--- config.mk ---
export PLATFORM = sky130hd
export DESIGN_NAME = uart_tx_buf
export DESIGN_NICKNAME = d
export VERILOG_FILES = /design/src/rtl/uart_tx_buf.sv
export SDC_FILE = /design/constraint.sdc
export NUM_CORES = 1
export LEC_CHECK = 0
export CORE_ASPECT_RATIO = 2
export CORE_UTILIZATION = 40
export CTS_CLUSTER_DIAMETER = 200
export CTS_CLUSTER_SIZE = 40
export DETAILED_ROUTE_END_ITERATION = 6
export GPL_ROUTABILITY_DRIVEN = 0
export PLACE_DENSITY = 0.59
export SLEW_MARGIN = 30
export SYNTH_ARGS = -nofsm -noshare
export SYNTH_HDL_FRONTEND = slang
export SYNTH_SLANG_ARGS = --single-unit
--- constraint.sdc ---
create_clock -name clk -period 3.1 [get_ports clk]
set_input_delay 0.31 -clock clk [delete_from_list [all_inputs] [get_ports clk]]
set_output_delay 0.31 -clock clk [all_outputs]
set_load 0.05 [all_outputs]
--- src/rtl/uart_tx_buf.sv ---
// uart_tx_buf: FIFO-buffered UART transmitter (start bit, DBIT data bits LSB first, optional parity, STOP_BITS stop bits).
// Latency: tx_en at cycle N into an empty FIFO with the FSM idle drives the start bit from cycle N+2.
// Backpressure: tx_en is dropped while fifo_full=1; queued words leave back-to-back with no idle gap.
// Optional feature: define UART_PARITY_EN to insert a parity bit (sense chosen by PARITY_ODD).
module uart_tx_buf #(
  parameter int DBIT         = 8,
  parameter int CLKS_PER_BIT = 16,
  parameter int STOP_BITS    = 1,
  parameter int FIFO_DEPTH   = 4,
  parameter int PARITY_ODD   = 0
) (
  input  logic            clk,
  input  logic            reset,
  input  logic [DBIT-1:0] din,
  input  logic            tx_en,
  output logic            tx,
  output logic            tx_done_tick,
  output logic            fifo_full,
  output logic            fifo_empty,
  output logic            busy
);

  localparam int TICK_W = $clog2(CLKS_PER_BIT);
  localparam int BIT_W  = $clog2(DBIT + 1);
  localparam int PTR_W  = $clog2(FIFO_DEPTH);
  localparam int CNT_W  = PTR_W + 1;

  // Parameter sanity: reject configurations the datapath is not sized for.
  if (DBIT < 5 || DBIT > 9) begin : g_bad_dbit
    $error("uart_tx_buf: DBIT must be in 5..9");
  end
  if (CLKS_PER_BIT < 2) begin : g_bad_clks
    $error("uart_tx_buf: CLKS_PER_BIT must be >= 2");
  end
  if (STOP_BITS < 1 || STOP_BITS > 2) begin : g_bad_stop
    $error("uart_tx_buf: STOP_BITS must be 1 or 2");
  end
  if (FIFO_DEPTH < 2 || (FIFO_DEPTH & (FIFO_DEPTH - 1)) != 0) begin : g_bad_depth
    $error("uart_tx_buf: FIFO_DEPTH must be a power of 2, >= 2");
  end
  if (PARITY_ODD < 0 || PARITY_ODD > 1) begin : g_bad_parity
    $error("uart_tx_buf: PARITY_ODD must be 0 or 1");
  end

`ifdef UART_PARITY_EN
  typedef enum logic [2:0] {IDLE, START, DATA, PARITY, STOP} state_t;
`else
  typedef enum logic [2:0] {IDLE, START, DATA, STOP} state_t;
`endif

  // ---------------- transmit FIFO ----------------
  logic [DBIT-1:0]  mem [FIFO_DEPTH];
  logic [PTR_W-1:0] wr_ptr;
  logic [PTR_W-1:0] rd_ptr;
  logic [CNT_W-1:0] count;
  logic [CNT_W-1:0] count_next;
  logic [DBIT-1:0]  head;
  logic             push;
  logic             pop;

  // A full FIFO drops the write even when a pop frees a slot this cycle.
  assign push = tx_en & ~fifo_full;
  assign head = mem[rd_ptr];

  // Occupancy after this cycle's push/pop; full/empty are registered from it.
  always_comb begin
    count_next = count;
    case ({push, pop})
      2'b10:   count_next = count + 1'b1;
      2'b01:   count_next = count - 1'b1;
      default: count_next = count;
    endcase
  end

  // Pointer and occupancy bookkeeping; pointers wrap naturally at FIFO_DEPTH.
  always_ff @(posedge clk) begin
    if (reset) begin
      wr_ptr     <= '0;
      rd_ptr     <= '0;
      count      <= '0;
      fifo_empty <= 1'b1;
      fifo_full  <= 1'b0;
    end else begin
      if (push) wr_ptr <= wr_ptr + 1'b1;
      if (pop)  rd_ptr <= rd_ptr + 1'b1;
      count      <= count_next;
      fifo_empty <= (count_next == '0);
      fifo_full  <= (count_next == CNT_W'(FIFO_DEPTH));
    end
  end

  // Storage write; din is captured here so later changes cannot disturb it.
  always_ff @(posedge clk) begin
    if (push) mem[wr_ptr] <= din;
  end

  // ---------------- serialiser ----------------
  state_t            state;
  state_t            state_next;
  logic [TICK_W-1:0] tick_cnt;
  logic [BIT_W-1:0]  bit_cnt;
  logic [DBIT-1:0]   shreg;
  logic              tick_last;
  logic              data_last;
  logic              stop_last;
`ifdef UART_PARITY_EN
  logic              parity_bit;
`endif

  assign tick_last = (tick_cnt == TICK_W'(CLKS_PER_BIT - 1));
  assign data_last = tick_last && (bit_cnt == BIT_W'(DBIT - 1));
  assign stop_last = tick_last && (bit_cnt == BIT_W'(STOP_BITS - 1));
  assign busy      = (state != IDLE);

  // State register.
  always_ff @(posedge clk) begin
    if (reset) state <= IDLE;
    else       state <= state_next;
  end

  // Next-state, line level, pop request and completion pulse.
  always_comb begin
    state_next   = state;
    pop          = 1'b0;
    tx           = 1'b1;
    tx_done_tick = 1'b0;
    case (state)
      IDLE: begin
        if (!fifo_empty) begin
          pop        = 1'b1;
          state_next = START;
        end
      end
      START: begin
        tx = 1'b0;
        if (tick_last) state_next = DATA;
      end
      DATA: begin
        tx = shreg[0];
`ifdef UART_PARITY_EN
        if (data_last) state_next = PARITY;
`else
        if (data_last) state_next = STOP;
`endif
      end
`ifdef UART_PARITY_EN
      PARITY: begin
        tx = parity_bit;
        if (tick_last) state_next = STOP;
      end
`endif
      STOP: begin
        if (stop_last) begin
          tx_done_tick = 1'b1;
          // Chain straight into the next frame when data is waiting.
          if (!fifo_empty) begin
            pop        = 1'b1;
            state_next = START;
          end else begin
            state_next = IDLE;
          end
        end
      end
      default: state_next = IDLE;
    endcase
  end

  // Bit-cycle and bit counters; both return to zero on every state change.
  always_ff @(posedge clk) begin
    if (reset) begin
      tick_cnt <= '0;
      bit_cnt  <= '0;
    end else begin
      if (state == IDLE || tick_last) tick_cnt <= '0;
      else                            tick_cnt <= tick_cnt + 1'b1;
      if (state_next != state) bit_cnt <= '0;
      else if (tick_last)      bit_cnt <= bit_cnt + 1'b1;
    end
  end

  // Shift register loads the FIFO head on pop and shifts right after each data bit.
  always_ff @(posedge clk) begin
    if (reset) begin
      shreg <= '0;
    end else if (pop) begin
      shreg <= head;
    end else if (state == DATA && tick_last) begin
      shreg <= shreg >> 1;
    end
  end

`ifdef UART_PARITY_EN
  // Parity is taken from the whole word at load time, before shifting destroys it.
  always_ff @(posedge clk) begin
    if (reset)    parity_bit <= 1'b0;
    else if (pop) parity_bit <= (^head) ^ (PARITY_ODD != 0);
  end
`endif

endmodule
==> metrics <==
grt ovf=0; PostCTS Resize Cnt=0; Worst Tran Pin Value=0.516 ns; reg2reg end=fifo_full; antenna violations before repair=0; register area=0.00156 mm²; final count of negative-setup-slack endpoints=0; Slew headroom=65.6%; EDFF count, synth=32; Iter 0 DRT Violations=77; Vias=1659; Clk Latency, worst-skew pair=0.33 ns; Filler Cell Count=611; hold wc startpoint=tick_cnt[0]; htree depth=3; wire per inst=14.9 µm; synthesized instance count=209; core box area=0.00636 mm²; setup ws final=0.312 ns; fin crit period=2.79 ns; Post-Route Skew=0.00673 ns; # clock sinks=62; FP Rows=41; Remaining DRCs=0; post-CTS setup buffer count=0; Starting Density=41.8%; CTS Buffer Depth=2; status=finished clean; I/O Pins=16; net count after synthesis=229; Nets=250; Die Wd=59.7 µm; Hold Crit Class=reg2reg; commonest non-fill, non-tap cell in the layout=edfxtp_1; layout cell share with drive strength beyond 1=12.8%; Cell variety after synth=43; largest net degree at the start of global routing=13; WHS Path Cells=1; CTS tree=done; Setup TNS=0 ns; Global Route Usage Sum=16.3%; Avg Cell Area, Syn=12.7 µm²; leading area contributor after synthesis=edfxtp_1; DR vias/cell=5.17; Root Buffer=clkbuf_16; Reg2Reg Depth=12; cts bufs inserted=9; Worst Hold Endpoint=tick_cnt[0]; Startpoint Class=flip-flop; Worst Path Required=3.36 ns; Post-DRT Antenna Nets=0; critical-path maximum fanout=4; placed wire-length estimate=3400 µm; Max VDD drop=410 µV; Worst EP arrival=3.05 ns; Buffers on Ports=15; worst r2r src=bit_cnt[0]; DR pass1 iterations=4; CP Launch Point=bit_cnt[0]; # Max-Cap Violations=0; CTS Hold Bufs=0; pre-CTS WS=0.320 ns; cell leakage power=1.08 nW; asr flop ratio synth=0%; unrepaired setup endpoints after global routing=no; multi-input combinational cell area=995 µm²; synth warn=0; clk slew on worst S/H paths=0.05 ns; fmax=0.359 GHz; Pwr Density=718 mW/mm²; first-pass GRT wire length=8220 µm; Fin. Hold Viols=0; R2R Setup Slk=0.31 ns; ANT cells=0; ys flop type=edfxtp_1; Max Slew Vio Count=0; sequential element share of the synthesized area=58.7%; Routed WL=4770 µm; top cells by area in the synthesized netlist=edfxtp_1, dfxtp_1, mux4_2, ha_1, a21oi_1; commonest cells after routing, fill and taps aside=edfxtp_1, dfxtp_1, nor2_1, clkdlybuf4s50_1, a21oi_1; synthesized cell area=0.00266 mm²; Period Utilization, post-route=89.9%; area share of the largest cell type after synthesis=36.1%; die height=117 µm; die area=0.00700 mm²; FF+latch count, synth=62; critical path class=reg2reg; Area Growth Syn to Fin=18.5%; CP Capture Type=flip-flop; vias in the first global route=1756
==> per-layer routing <==
metal,GRT usage (%),up-vias,share of wire [%]
li1,-,819,-
met1,17.2,800,39
met2,26.6,26,55
met3,3.97,14,2.5
met4,11.9,0,3.9
met5,0,-,0
==> state kept, by name (all words and copies together), names as in the netlist, named ones only <==
register    cells
bit_cnt         4
count           3
fifo_empty      1
fifo_full       1
mem            32
rd_ptr          2
shreg           8
state           3
tick_cnt        4
wr_ptr          2
==> logic make-up (layout without fill, tap and decap cells) <==
| kind of cell | count (synthesis) | count (layout) | share of synthesized area, % |
|---|---|---|---|
| xor+xnor | 8 | 8 | 2.63 |
| buf+inv | 22 | 48 | 3.95 |
| compound gates | 42 | 42 | 11.4 |
| flops | 62 | 62 | 58.7 |
| fa+ha+maj | 9 | 9 | 4.51 |
| simple gates | 56 | 56 | 11.5 |
| other cells | 1 | 1 | 0.141 |
| mux | 9 | 9 | 7.15 |
==> synth_stat cells, types with 3 or more instances <==
master    number
edfxtp_1      32
dfxtp_1       30
nor2_1        15
a21oi_1       13
nor3_1        11
inv_1         10
ha_1           8
mux4_2         8
a32oi_1        6
o211ai_1       6
and2_1         5
nand2_1        5
o21ai_0        5
nor2b_1        4
or3_1          4
xnor2_1        4
xor2_1         4
buf_2          3
buf_4          3
clkbuf_1       3
nand3_1        3
==> power by group <==
group / switching, W / leakage, nW / total, W / internal, W
clock network: 0.000319 / 0.122 / 0.000855 / 0.000536
registers: 0.0000736 / 0.539 / 0.00103 / 0.000955
logic: 0.000203 / 0.423 / 0.000380 / 0.000177
total: 0.000596 / 1.08 / 0.00226 / 0.00167
==> per-stage QoR <==
stage          instances  hold WS, ns  total power [W]  util (%)  cell area, µm²
6_report             321        0.462          0.00226      49.6            3150
5_1_grt              321        0.487          0.00237      49.6            3150
4_1_cts              321        0.461          0.00229      49.6            3150
3_5_place_dp         305        0.452          0.00143      45.6            2900
3_3_place_gp         305        0.431          0.00142      45.6            2900
2_1_floorplan        209        0.409          0.00132         -            2660
==> critical path, stage by stage (launching register included) <==
cell	delay (ns)
dfxtp_1	0.40
inv_1	0.07
ha_1	0.21
nor3b_4	0.17
a31o_2	0.27
nand2_1	0.12
inv_2	0.06
ha_1	0.21
fa_1	0.38
xnor2_1	0.14
or3_1	0.30
a21oi_1	0.23
nor2b_1	0.16
==> worst max-delay path by stage <==
| stage | cells after the start | slack [ns] | to |
|---|---|---|---|
| finish | 12 | 0.31 | fifo_full |
| CTS | 12 | 0.30 | fifo_full |
| detailed placement | 12 | 0.32 | fifo_full |
| global route | 12 | 0.15 | fifo_full |
| floorplan | 12 | 0.48 | fifo_full |
| global placement | 12 | 0.41 | fifo_full |
==> cell type report <==
cell class | instances | share of cell area [%]
flip-flops and latches | 62 | 49.5
multi-input cells | 125 | 31.5
clock buffers | 14 | 7.74
repair buffers | 21 | 6.19
well taps | 86 | 3.41
inverters | 11 | 1.31
clock inverters | 2 | 0.278
Note: power is estimated with default switching activity, not from simulation.
